$ cat src/rtl/sseg_scan_ctrl.sv
// Eight-digit multiplexed seven-segment scanner with a valid/ready shadow load.
// Optional macro SSEG_LEADING_ZERO_BLANK_EN blanks digits above the highest nonzero nibble.
module sseg_scan_ctrl #(
  parameter int REFRESH_DIV = 100000
) (
  input  logic        clk_in,
  input  logic        rst_in,
  input  logic [31:0] value_in,
  input  logic [7:0]  dp_mask_in,
  input  logic        value_valid_in,
  output logic        value_ready_out,
  output logic [6:0]  sseg_out,
  output logic        dp_out,
  output logic [7:0]  an_out
);

  localparam int DIV_W = (REFRESH_DIV > 1) ? $clog2(REFRESH_DIV) : 1;
  localparam logic [DIV_W-1:0] DIV_LAST = DIV_W'(REFRESH_DIV - 1);

  logic [DIV_W-1:0] r_div;
  logic [2:0]       r_dig;
  logic [31:0]      r_disp_val;
  logic [7:0]       r_disp_dp;
  logic [31:0]      r_shadow_val;
  logic [7:0]       r_shadow_dp;
  logic             r_pend;
  logic [6:0]       r_sseg;
  logic             r_dp;
  logic [7:0]       r_an;

  logic             w_div_last;
  logic             w_frame_end;
  logic             w_accept;
  logic [3:0]       w_nibble;
  logic [6:0]       w_next_sseg;
  logic             w_next_dp;
  logic [7:0]       w_next_an;

  function automatic logic [6:0] hex_glyph(input logic [3:0] nib);
    logic [6:0] seg;
    case (nib)
      4'h0: seg = 7'b1000000;
      4'h1: seg = 7'b1111001;
      4'h2: seg = 7'b0100100;
      4'h3: seg = 7'b0110000;
      4'h4: seg = 7'b0011001;
      4'h5: seg = 7'b0010010;
      4'h6: seg = 7'b0000010;
      4'h7: seg = 7'b1111000;
      4'h8: seg = 7'b0000000;
      4'h9: seg = 7'b0010000;
      4'hA: seg = 7'b0001000;
      4'hB: seg = 7'b0000011;
      4'hC: seg = 7'b1000110;
      4'hD: seg = 7'b0100001;
      4'hE: seg = 7'b0000110;
      4'hF: seg = 7'b0001110;
      default: seg = 7'b1111111;
    endcase
    return seg;
  endfunction

`ifdef SSEG_LEADING_ZERO_BLANK_EN
  // A digit is a leading zero when it and every digit above it are zero.
  function automatic logic lead_zero(input logic [31:0] v, input logic [2:0] d);
    logic [31:0] sh;
    sh = v >> {d, 2'b00};
    return (d != 3'd0) && (sh == 32'h0000_0000);
  endfunction
`endif

  assign w_div_last      = (r_div == DIV_LAST);
  assign w_frame_end     = w_div_last && (r_dig == 3'd7);
  assign w_accept        = value_valid_in && !r_pend;
  assign w_nibble        = r_disp_val[{r_dig, 2'b00} +: 4];
  assign value_ready_out = ~r_pend;

  always_ff @(posedge clk_in) begin
    if (rst_in) begin
      r_div <= {DIV_W{1'b0}};
      r_dig <= 3'd0;
    end else if (w_div_last) begin
      r_div <= {DIV_W{1'b0}};
      r_dig <= r_dig + 3'd1;
    end else begin
      r_div <= r_div + DIV_W'(1);
      r_dig <= r_dig;
    end
  end

  // Accept and frame-end release are mutually exclusive: one needs pending low, the other high.
  always_ff @(posedge clk_in) begin
    if (rst_in) begin
      r_disp_val   <= 32'h0000_0000;
      r_disp_dp    <= 8'h00;
      r_shadow_val <= 32'h0000_0000;
      r_shadow_dp  <= 8'h00;
      r_pend       <= 1'b0;
    end else if (w_accept) begin
      r_shadow_val <= value_in;
      r_shadow_dp  <= dp_mask_in;
      r_pend       <= 1'b1;
    end else if (w_frame_end && r_pend) begin
      r_disp_val <= r_shadow_val;
      r_disp_dp  <= r_shadow_dp;
      r_pend     <= 1'b0;
    end else begin
      r_pend <= r_pend;
    end
  end

  always_comb begin
    w_next_an   = 8'hFF;
    w_next_sseg = 7'h7F;
    w_next_dp   = 1'b1;
    if (r_div != {DIV_W{1'b0}}) begin
      w_next_an = ~(8'h01 << r_dig);
      w_next_dp = ~r_disp_dp[r_dig];
`ifdef SSEG_LEADING_ZERO_BLANK_EN
      if (lead_zero(r_disp_val, r_dig)) begin
        w_next_sseg = 7'h7F;
      end else begin
        w_next_sseg = hex_glyph(w_nibble);
      end
`else
      w_next_sseg = hex_glyph(w_nibble);
`endif
    end else begin
      w_next_an   = 8'hFF;
      w_next_sseg = 7'h7F;
      w_next_dp   = 1'b1;
    end
  end

  always_ff @(posedge clk_in) begin
    if (rst_in) begin
      r_an   <= 8'hFF;
      r_sseg <= 7'h7F;
      r_dp   <= 1'b1;
    end else begin
      r_an   <= w_next_an;
      r_sseg <= w_next_sseg;
      r_dp   <= w_next_dp;
    end
  end

  assign an_out   = r_an;
  assign sseg_out = r_sseg;
  assign dp_out   = r_dp;

endmodule

$ cat config.mk
export PLATFORM = sky130hd
export DESIGN_NAME = sseg_scan_ctrl
export DESIGN_NICKNAME = d
export VERILOG_FILES = /design/src/rtl/sseg_scan_ctrl.sv
export SDC_FILE = /design/constraint.sdc
export NUM_CORES = 1
export LEC_CHECK = 0
export BUFFER_PORTS_ARGS = -buffer_cell sky130_fd_sc_hd__buf_2
export CAP_MARGIN = 20
export CELL_PAD_IN_SITES_DETAIL_PLACEMENT = 1
export CELL_PAD_IN_SITES_GLOBAL_PLACEMENT = 1
export CORE_MARGIN = 10
export CORE_UTILIZATION = 43
export CTS_CLUSTER_DIAMETER = 40
export DETAILED_ROUTE_END_ITERATION = 10
export HOLD_SLACK_MARGIN = 0.12
export PLACE_DENSITY_LB_ADDON = 0.1
export SYNTH_ARGS = -nofsm -noshare
export SYNTH_HDL_FRONTEND = slang
export SYNTH_SLANG_ARGS = --single-unit
$ cat constraint.sdc
create_clock -name clk_in -period 2.7 [get_ports clk_in]
set_input_delay 0.27 -clock clk_in [delete_from_list [all_inputs] [get_ports clk_in]]
set_output_delay 0.27 -clock clk_in [all_outputs]
set_load 0.05 [all_outputs]
Word level (Yosys, flattened, before mapping) --
Memories as Yosys holds them, arrays and structs flattened. A register that Yosys moved wholly into a read port is not among the register bits. Cells that the tools add are included. W data, S select, Z words.
Operators by class: add/subtract/negate cells 2, magnitude comparators 1, equality and inequality tests 2, shift operators 2, muxes and demuxes 4, bitwise gates (word level) 5, reduce and logical (&&, ||, !) cells 9
Operator list (number):
- $shiftx A32 B6 Y4 | 1
- $add A17 B1 Y17 const B | 1
- $eq A17 B17 Y1 const B | 1
- $reduce_bool A17 Y1 | 1
- $not A8 Y8 | 1
- $shl A1 B3 Y8 const A | 1
- $lt A3 B4 Y1 const B | 1
- $not A1 Y1 | 4
- $reduce_or A2 Y1 | 2
- $add A3 B1 Y3 const B | 1
- $bmux W1 S3 | 1
- $eq A3 B3 Y1 const B | 1
- $logic_and A1 B1 Y1 | 3
- $mux W1 | 3
- $reduce_and A2 Y1 | 1
- $reduce_bool A2 Y1 | 1
- $logic_not A1 Y1 | 1
Word-level totals: flip-flop bits (word level) 110, bits in read-only memories 112, bits of input ports 43, output and inout bits 17, memories 1
Memories:
- (no name shown) | words 16, width 7, read ports 1, clocked after memory_dff 1, wr ports 0, line 41 | case (nib)

Depth between registers and ports, before layout --
Gate-level depths: netlist of the first run.
depth in word-level cells 5, mapped depth 11, mapped depth without buffers 9

Worst setup path before layout of the first run --
Ideal clock, no wire load.
path type reg2reg, start register r_dig[0], end register r_sseg[4], in the netlist sseg_out[4], library setup time 0.143 ns, arrival 2.271 ns, data required time 2.557 ns, setup slack 0.285 ns, stages on the path, launching flop included 10, buffers on the path 2, clock period less this slack 2.415 ns, path through dfxtp_1 > buf_2 > buf_4 > mux4_2 > mux2i_1 > inv_1 > ha_1 > mux2_2 > nand2_1 > o311ai_1
Between the ends: longest elaborated chain between the ends 1
Ends and longest elaborated chain:
- start: declaration | line 21 | logic [2:0] r_dig;
- start signal: assignment | line 84 | r_dig <= r_dig + 3'd1;
- start signal: assignment | line 87 | r_dig <= r_dig;
- $shiftx A32 B6 Y4 | line 75 | assign w_nibble = r_disp_val[{r_dig, 2'b00} +: 4];
- end: declaration | line 27 | logic [6:0] r_sseg;
Every way passes these cells. A chain may end at the register's enable or synchronous reset.

Worst setup path after layout of the first run --
start register r_dig[0], end register r_sseg[6], in the netlist sseg_out[6]
Same word-level chain as after synthesis.

==> results of run 1 <==
report_power, final:
group | total [mW] | internal, mW | switching (mW)
logic | 0.267 | 0.110 | 0.157
registers | 1.81 | 1.78 | 0.0286
clock network | 2.24 | 1.43 | 0.810
worst max path at each step:
| stage | cells after the start | startpoint | slack [ns] | end |
|---|---|---|---|---|
| after floorplan | 9 | r_dig[0] | 0.29 | sseg_out[4] |
| after global placement | 8 | r_dig[0] | 0.50 | sseg_out[4] |
| after detailed placement | 10 | r_dig[0] | 0.34 | sseg_out[5] |
| after CTS | 10 | r_dig[0] | 0.34 | sseg_out[5] |
| after global routing | 10 | r_dig[0] | 0.24 | sseg_out[6] |
| final | 10 | r_dig[0] | 0.36 | sseg_out[6] |
cell families after synthesis:
group | count (synthesis) | share of synthesized area [%]
AND/OR/NAND/NOR | 251 | 22.3
multiplexers | 16 | 5.62
flip-flops | 117 | 49.6
AO/OA/AOI/OAI | 99 | 11.3
XOR/XNOR | 16 | 2.97
adder cells (fa/ha/maj) | 13 | 3.45
buffers and inverters | 47 | 4.67
layout make-up:
cell class | instances | area [sq um] | area share, %
Tap cell | 140 | 175 | 2.86
Sequential cell | 117 | 2340 | 38.3
Clock buffer | 21 | 439 | 7.18
Timing Repair Buffer | 112 | 808 | 13.2
Multi-Input combinational cell | 395 | 2160 | 35.3
Clock inverter | 11 | 151 | 2.47
Inverter | 11 | 41.3 | 0.675
cell usage after synthesis, types with 4 or more instances:
library cell	number	area share (%)
xor2_1	8	1.5
a21oi_1	84	8.9
mux2_2	4	0.95
inv_1	11	0.87
ha_1	13	3.4
buf_2	4	0.42
mux4_2	8	3.8
dfxtp_1	117	50
nor2_1	30	2.4
nand4_1	4	0.53
nand3_1	10	1.1
buf_1	4	0.32
buf_6	4	0.95
mux2i_1	4	0.85
nand2_1	181	14
nor3_1	6	0.64
xnor2_1	8	1.5
clkbuf_1	21	1.7
per-layer routing:
layer | up-vias | GRT usage (%)
met5 | - | 0
met4 | 0 | 6.72
met3 | 12 | 4.77
met2 | 63 | 30.4
met1 | 1973 | 19.4
li1 | 2033 | -
registers in the layout, indices dropped and copies added (netlist names):
| signal | flops |
|---|---|
| r_shadow_dp | 8 |
| r_shadow_val | 32 |
| sseg_out | 7 |
| dp_out | 1 |
| r_pend | 1 |
| r_dig | 3 |
| an_out | 8 |
| r_div | 17 |
| r_disp_val | 32 |
| r_disp_dp | 8 |
metrics by stage:
step	cells	cell area [sq um]	utilization, %
finish	807	6120	56.7
global route	807	6120	56.7
CTS	806	6110	56.6
detailed placement	733	5110	47.4
global placement	733	5110	47.4
floorplan	559	4720	-
==> flow_metrics.py, run 1 <==
metrics = {
    "outcome": {
        "status": "finished, final reports clean",
    },
    "synthesis": {
        "synth_seq_cells": 117,
        "synth_edf_count": 0,
        "synth_warnings": 0,
        "syn_nets": 615,
        "synth-seq-area-share_pct": 49.6,
        "synthArstFlopShare_pct": 0,
        "avgSynthCellArea_sq_um": 8.44,
        "synthFlopType": "dfxtp_1",
        "syn_inst": 559,
        "ys_types": 43,
        "netlist_area_sq_um": 4720,
    },
    "sta": {
        "period_share_pct": 86.7,
        "rsz0062_at_grt": "no",
        "max_freq_ghz": 0.427,
        "worst_slack_ns": 0.360,
        "min_period_ns": 2.34,
        "max_slew_margin_pct": 49.2,
        "finalSetupViolCount": 0,
        "hold_viol_final": 0,
        "clock_skew_ns": 0.0143,
        "worstMarginPinSlew_ns": 0.755,
        "worst_hold_slack_ns": 0.201,
        "finalSetupTns_ns": 0,
        "drv_slew": 0,
    },
    "worst_setup_path": {
        "critPathBufInv": 3,
        "cpMostUsedCell": "inv_1",
        "cp-start-kind": "flop",
        "crit_required_ns": 3.09,
        "rr_worst_depth": 10,
        "r2r_end": "sseg_out[6]",
        "critPathCaptureType": "flop",
        "cpPeakStageDelay_ns": 0.52,
        "cp_top_family": "multiplexers",
        "cpMaxStageDelayCell": "mux4_2",
        "crit_fanout": 9,
        "arrival_ns": 2.73,
        "crit_type": "reg2reg",
        "crit_chain": "buf_4 > mux4_2 > nand2_1 > and2_1 > inv_1 > ha_1 > inv_1 > nor2_1 > a21oi_1 > o221ai_1",
        "timing.rr.start": "r_dig[0]",
        "r2r_setup_slack_ns": 0.36,
    },
    "grt": {
        "grt_usage_pct": 17.3,
        "grt-ovfl-total": 0,
        "grt_max_degree": 68,
        "grt_pass1_vias": 4424,
        "grt_pass1_wl_microns": 22100,
        "antenna_found_initial": 0,
    },
    "finish": {
        "final_nets": 710,
        "n_fill_cell": 1286,
        "layout_commonest_cell": "nand2_1",
        "synthToLayoutAreaGrowth_pct": 29.7,
        "insertedDiodeCount": 0,
        "final_cell_mix": "181 x nand2_1, 117 x dfxtp_1, 84 x a21oi_1",
        "drive_gt1_share_pct": 18.1,
    },
    "clock_network": {
        "cts_hold_buf": 41,
        "h-tree-depth": 4,
        "numCtsBuffers": 17,
        "ctsResizeCount": 0,
        "cts_tree": "built",
        "clock_latency_ns": 0.53,
        "clock-sinks": 117,
        "clkSlewWorstSetupHoldPaths_ns": 0.06,
        "cts_root_buf": "clkbuf_8",
        "clock_path_buffers": 2,
        "post_cts_buffers": 0,
    },
    "floorplan": {
        "core_region_area_sq_um": 10800,
        "start_util_pct": 43.7,
        "rows": 38,
        "fp.dieH_microns": 125,
        "die_area_sq_um": 15600,
        "die_w_microns": 125,
        "pin_count": 60,
    },
    "route": {
        "routedWlPerCell_microns": 16.4,
        "wl_met1_microns": 5890,
        "wl_met2_microns": 6740,
        "drt_first_pass_iters": 4,
        "vias": 4081,
        "vias_per_cell": 5.06,
        "drc": 0,
        "dr_wl_met3_microns": 426,
        "drt-initial-drc-count": 240,
        "routed_wl_microns": 13200,
        "antenna_left": 0,
        "dr.max_layer_used": "met4",
    },
    "pwr": {
        "p_total_mw": 4.32,
        "max-vdd-ir-drop_uv": 428,
        "power_density_nw_per_um2": 705,
        "leakage_nw": 2.31,
    },
    "hold_path": {
        "hold_class": "in2reg",
        "holdCritStartpoint": "rst_in",
        "hold_path_end": "r_dig[1]",
        "worst_hold_path.num_cells": 2,
    },
    "place": {
        "gp_congestion": 0.873,
        "portBuffers": 59,
        "post-place-ws_ns": 0.337,
        "post-dp-hpwl_microns": 8530,
    },
    "flow_run": {
        "maxCapViolCount": 0,
    },
}
No activity file was read; power rests on OpenSTA's default activity.
==> run 2: changes to the inputs <==
--- a/config.mk
+++ b/config.mk
@@ -9,6 +9,7 @@
 export CAP_MARGIN = 20
 export CELL_PAD_IN_SITES_DETAIL_PLACEMENT = 1
 export CELL_PAD_IN_SITES_GLOBAL_PLACEMENT = 1
+export CORE_ASPECT_RATIO = 1.1
 export CORE_MARGIN = 10
 export CORE_UTILIZATION = 43
 export CTS_CLUSTER_DIAMETER = 40
==> flow_metrics.py, run 2 (synthesized netlist as in run 1, its figures left out) <==
metrics = {
    "outcome": {
        "status": "finished, final reports clean",
    },
    "floorplan": {
        "die_w_microns": 120,
        "core_region_area_sq_um": 10800,
        "start_util_pct": 43.7,
        "die_area_sq_um": 15600,
        "rows": 40,
        "pin_count": 60,
        "fp.dieH_microns": 130,
    },
    "grt": {
        "grt_usage_pct": 17.0,
        "grt-ovfl-total": 0,
        "grt_max_degree": 86,
        "grt_pass1_wl_microns": 21400,
        "antenna_found_initial": 0,
        "grt_pass1_vias": 4450,
    },
    "place": {
        "gp_congestion": 0.796,
        "post-dp-hpwl_microns": 8060,
        "portBuffers": 59,
    },
    "sta": {
        "drv_slew": 0,
        "finalSetupTns_ns": 0,
        "period_share_pct": 88.4,
        "worstMarginPinSlew_ns": 1.08,
        "hold_viol_final": 0,
        "finalSetupViolCount": 0,
        "clock_skew_ns": 0.00722,
        "min_period_ns": 2.39,
        "max_freq_ghz": 0.419,
        "worst_hold_slack_ns": 0.146,
        "rsz0062_at_grt": "no",
        "max_slew_margin_pct": 27.3,
    },
    "worst_setup_path": {
        "crit_fanout": 15,
        "r2r_end": "sseg_out[6]",
        "crit_start": "r_dig[1]",
        "cp-start-kind": "flop",
        "r2r_setup_slack_ns": 0.31,
        "rr_worst_depth": 9,
        "critPathCaptureType": "flop",
        "crit_required_ns": 2.92,
        "arrival_ns": 2.61,
        "crit_type": "reg2reg",
        "timing.rr.start": "r_dig[1]",
    },
    "clock_network": {
        "numCtsBuffers": 17,
        "clkSlewWorstSetupHoldPaths_ns": 0.06,
        "cts_tree": "built",
        "h-tree-depth": 4,
        "cts_root_buf": "clkbuf_16",
        "clock-sinks": 117,
        "clock_path_buffers": 2,
        "clock_latency_ns": 0.41,
        "post_cts_buffers": 0,
    },
    "route": {
        "drt_first_pass_iters": 4,
        "routed_wl_microns": 12700,
        "routedWlPerCell_microns": 15.6,
        "antenna_left": 0,
        "vias": 4087,
        "drc": 0,
        "drt-initial-drc-count": 262,
        "vias_per_cell": 5.03,
    },
    "hold_path": {
        "hold_path_end": "r_pend",
        "holdCritStartpoint": "value_valid_in",
        "hold_class": "in2reg",
        "worst_hold_path.num_cells": 3,
    },
    "finish": {
        "drive_gt1_share_pct": 18.5,
        "synthToLayoutAreaGrowth_pct": 29.1,
        "n_fill_cell": 1321,
        "finalCoreUtilization_pct": 56.3,
        "largestRegisters": "r_disp_val (32), r_shadow_val (32), r_div (17)",
        "layout_commonest_cell": "nand2_1",
        "final_nets": 709,
        "insertedDiodeCount": 0,
        "final_cell_mix": "181 x nand2_1, 117 x dfxtp_1, 84 x a21oi_1",
    },
    "pwr": {
        "power_density_nw_per_um2": 685,
        "clkPwrFrac_pct": 50.4,
        "combPwrFrac_pct": 6.3,
        "p_sw_uw": 981,
        "leakage_nw": 2.29,
        "sw_frac_of_total_pct": 23.5,
        "max-vdd-ir-drop_uv": 331,
        "pwr-share-seq_pct": 43.3,
        "internal-power_mw": 3.19,
    },
    "flow_run": {
        "maxCapViolCount": 0,
    },
}
==> run 2: cell count changes in the layout (fill, tap and decap cells not counted), sizes merged <==
cell         previous run  this run
clkbuf                 21        20
dlygate4sd3            41        40
clkinv                  3         4
inv                    12        11
clkinvlp                4         7
bufinv                  3         1
==> run 2: final cells by class <==
class	instances	area, sq um	area share (%)
flip-flops and latches	117	2340	38.5
multi-input cells	395	2160	35.5
repair buffers	111	798	13.1
clock buffers	20	457	7.50
well taps	147	184	3.02
clock inverters	12	106	1.75
inverters	11	41.3	0.678
==> run 2: worst max-delay path, stage by stage (launching register included) <==
cell      delay (ns)
dfxtp_1         0.70
mux4_2          0.40
nand2_1         0.09
and2_1          0.22
inv_1           0.13
ha_1            0.22
inv_1           0.09
nor2_1          0.07
a21oi_1         0.14
o221ai_1        0.14
==> run 2: timing repair <==
item | CTS | global route
hold endpoints to repair | 40 | 0
resized for setup | 0 | 0
hold buffers | 40 | 0
==> run 2: power groups by stage <==
stage | sequential [mW] | clock (mW) | combinational (mW)
after floorplan | 1.88 | 0 | 0.108
after global placement | 1.84 | 0 | 0.213
after detailed placement | 1.84 | 0 | 0.219
after CTS | 1.81 | 2.14 | 0.264
after global routing | 1.81 | 2.23 | 0.293
final | 1.81 | 2.10 | 0.264
==> run 2: worst max path at each step <==
stage | end | cells past startpoint
after global routing | sseg_out[6] | 9
after floorplan | sseg_out[4] | 9
after detailed placement | sseg_out[6] | 9
after CTS | sseg_out[6] | 9
after global placement | sseg_out[4] | 8
final | sseg_out[6] | 9
==> run 2: stage by stage <==
step | setup slack, ns | std cells | area, sq um | power (mW)
floorplan | 0.285 | 559 | 4720 | 1.98
global placement | 0.484 | 741 | 5130 | 2.05
detailed placement | 0.333 | 741 | 5130 | 2.06
CTS | 0.311 | 813 | 6090 | 4.21
global route | 0.117 | 813 | 6090 | 4.34
finish | 0.312 | 813 | 6090 | 4.17
==> run 2: metal layers <==
layer,vias to the layer above,track usage (%),part of all wire [%]
li1,2034,-,-
met1,1962,19.1,43
met2,71,30.0,51
met3,20,4.62,4.0
met4,0,6.89,1.6
met5,-,0,0
==> run 3: changes to the inputs <==
--- a/config.mk
+++ b/config.mk
@@ -11,9 +11,11 @@
 export CELL_PAD_IN_SITES_GLOBAL_PLACEMENT = 1
 export CORE_ASPECT_RATIO = 1.1
 export CORE_MARGIN = 10
-export CORE_UTILIZATION = 43
+export CORE_UTILIZATION = 45
+export CTS_BUF_LIST = sky130_fd_sc_hd__clkbuf_8
 export CTS_CLUSTER_DIAMETER = 40
 export DETAILED_ROUTE_END_ITERATION = 10
+export GPL_ROUTABILITY_DRIVEN = 0
 export HOLD_SLACK_MARGIN = 0.12
 export PLACE_DENSITY_LB_ADDON = 0.1
 export SYNTH_ARGS = -nofsm -noshare
==> constraint.sdc (replaced) <==
create_clock -name clk_in -period 2.2 [get_ports clk_in]
set_input_delay 0.22 -clock clk_in [delete_from_list [all_inputs] [get_ports clk_in]]
set_output_delay 0.22 -clock clk_in [all_outputs]
set_load 0.05 [all_outputs]
==> flow_metrics.py, run 3 (synthesized netlist as in run 1, its figures left out) <==
metrics = {
    "pwr": {
        "p_total_mw": 4.53,
        "power_density_nw_per_um2": 750,
        "max-vdd-ir-drop_uv": 466,
        "leakage_nw": 2.29,
    },
    "place": {
        "placed_cell_area_sq_um": 5190,
        "dp_cells": 742,
        "portBuffers": 59,
        "post-dp-hpwl_microns": 8180,
        "post-place-ws_ns": 0.0157,
    },
    "grt": {
        "grt_max_degree": 60,
        "grt_pass1_vias": 4534,
        "antenna_found_initial": 0,
        "grt_usage_pct": 17.8,
        "grt-ovfl-total": 0,
        "grt_pass1_wl_microns": 22000,
    },
    "flow_run": {
        "maxCapViolCount": 0,
    },
    "sta": {
        "worst_slack_ns": 0.0724,
        "period_share_pct": 96.7,
        "hold_viol_final": 0,
        "worstMarginPinSlew_ns": 0.638,
        "rsz0062_at_grt": "yes",
        "min_period_ns": 2.13,
        "finalSetupViolCount": 0,
        "max_freq_ghz": 0.470,
        "drv_slew": 0,
        "worst_hold_slack_ns": 0.201,
        "clock_skew_ns": 0.00768,
        "max_slew_margin_pct": 57.1,
    },
    "clock_network": {
        "cts_tree": "built",
        "clock_path_buffers": 2,
        "numCtsBuffers": 17,
        "clock-sinks": 117,
        "h-tree-depth": 4,
        "clkSlewWorstSetupHoldPaths_ns": 0.07,
        "cts_root_buf": "clkbuf_8",
        "clock_latency_ns": 0.43,
    },
    "hold_path": {
        "holdCritStartpoint": "rst_in",
        "hold_class": "in2reg",
        "hold_path_end": "r_div[2]",
        "worst_hold_path.num_cells": 2,
    },
    "finish": {
        "final_nets": 718,
        "drive_gt1_share_pct": 20.8,
        "layout_commonest_cell": "nand2_1",
        "fin_cells": 817,
        "insertedDiodeCount": 0,
        "final_cell_mix": "181 x nand2_1, 115 x dfxtp_1, 84 x a21oi_1",
        "synthToLayoutAreaGrowth_pct": 28.0,
        "n_fill_cell": 1261,
        "largestRegisters": "r_disp_val (32), r_shadow_val (32), r_div (17)",
        "fin_area_sq_um": 6040,
    },
    "worst_setup_path": {
        "arrival_ns": 2.41,
        "timing.rr.start": "r_dig[0]",
        "rr_worst_depth": 9,
        "crit_type": "reg2reg",
        "crit_required_ns": 2.48,
        "r2r_end": "sseg_out[5]",
        "critPathCaptureType": "flop",
        "crit_fanout": 5,
        "r2r_setup_slack_ns": 0.07,
        "cp-start-kind": "flop",
    },
    "floorplan": {
        "core_region_area_sq_um": 10300,
        "pin_count": 60,
        "start_util_pct": 45.6,
        "die_w_microns": 118,
        "die_area_sq_um": 15000,
        "rows": 39,
        "fp.dieH_microns": 127,
    },
    "route": {
        "drt_first_pass_iters": 4,
        "drc": 0,
        "routed_wl_microns": 13000,
        "vias_per_cell": 5.05,
        "vias": 4125,
        "drt-initial-drc-count": 204,
        "antenna_left": 0,
        "routedWlPerCell_microns": 16.0,
    },
    "outcome": {
        "status": "finished, final reports clean",
    },
}
run 3: final cells by class:
type	instances	area (sq um)	area share [%]
clock buffers	22	303	5.01
well taps	143	179	2.96
inverters	11	41.3	0.683
flip-flops and latches	117	2340	38.8
multi-input cells	395	2190	36.3
repair buffers	120	885	14.6
clock inverters	9	100	1.66
run 3: layer usage:
| layer | GRT usage (%) | part of all wire [%] | up-vias | wire, microns |
|---|---|---|---|---|
| met1 | 19.8 | 43 | 1995 | 5660 |
| met3 | 4.76 | 2.9 | 14 | 382 |
| met5 | 0 | 0 | - | 0 |
| met2 | 32.0 | 52 | 58 | 6810 |
| met4 | 7.13 | 1.4 | 0 | 181 |
| li1 | - | - | 2058 | - |
run 3: where the power goes:
group | internal [mW] | switching (mW)
registers | 2.18 | 0.0333
logic | 0.136 | 0.197
clock network | 1.14 | 0.847
run 3: worst max-delay path by stage:
stage,endpoint,slack [ns],depth (start not counted),start
final,sseg_out[5],0.07,9,r_dig[0]
after floorplan,sseg_out[4],0.01,9,r_dig[0]
after global routing,sseg_out[4],-0.04,8,r_dig[0]
after global placement,sseg_out[4],0.11,8,r_dig[0]
after CTS,sseg_out[5],0.03,9,r_dig[0]
after detailed placement,sseg_out[5],0.02,10,r_dig[0]
run 3: through the flow:
| step | setup TNS, ns | util, % |
|---|---|---|
| 2_1_floorplan | 0 | - |
| 3_3_place_gp | 0 | 50.1 |
| 3_5_place_dp | 0 | 50.1 |
| 4_1_cts | 0 | 58.1 |
| 5_1_grt | -0.0741 | 58.4 |
| 6_report | 0 | 58.4 |
run 3: timing repair:
action,4_1_cts,5_1_grt
hold endpoints to repair,41,0
resized for setup,2,6
endpoints found under the setup margin,1,45
hold buffers,41,0
buffers inserted,1,2
cloned,0,0
run 3: worst max-delay path, cell delays in order, from the launching register on:
cell and delay, ns:
dfxtp_2 0.35, buf_4 0.14, mux4_2 0.52, mux2i_4 0.24
inv_2 0.10, ha_1 0.20, inv_2 0.07, nor2_1 0.06
a21oi_1 0.16, o221ai_1 0.14
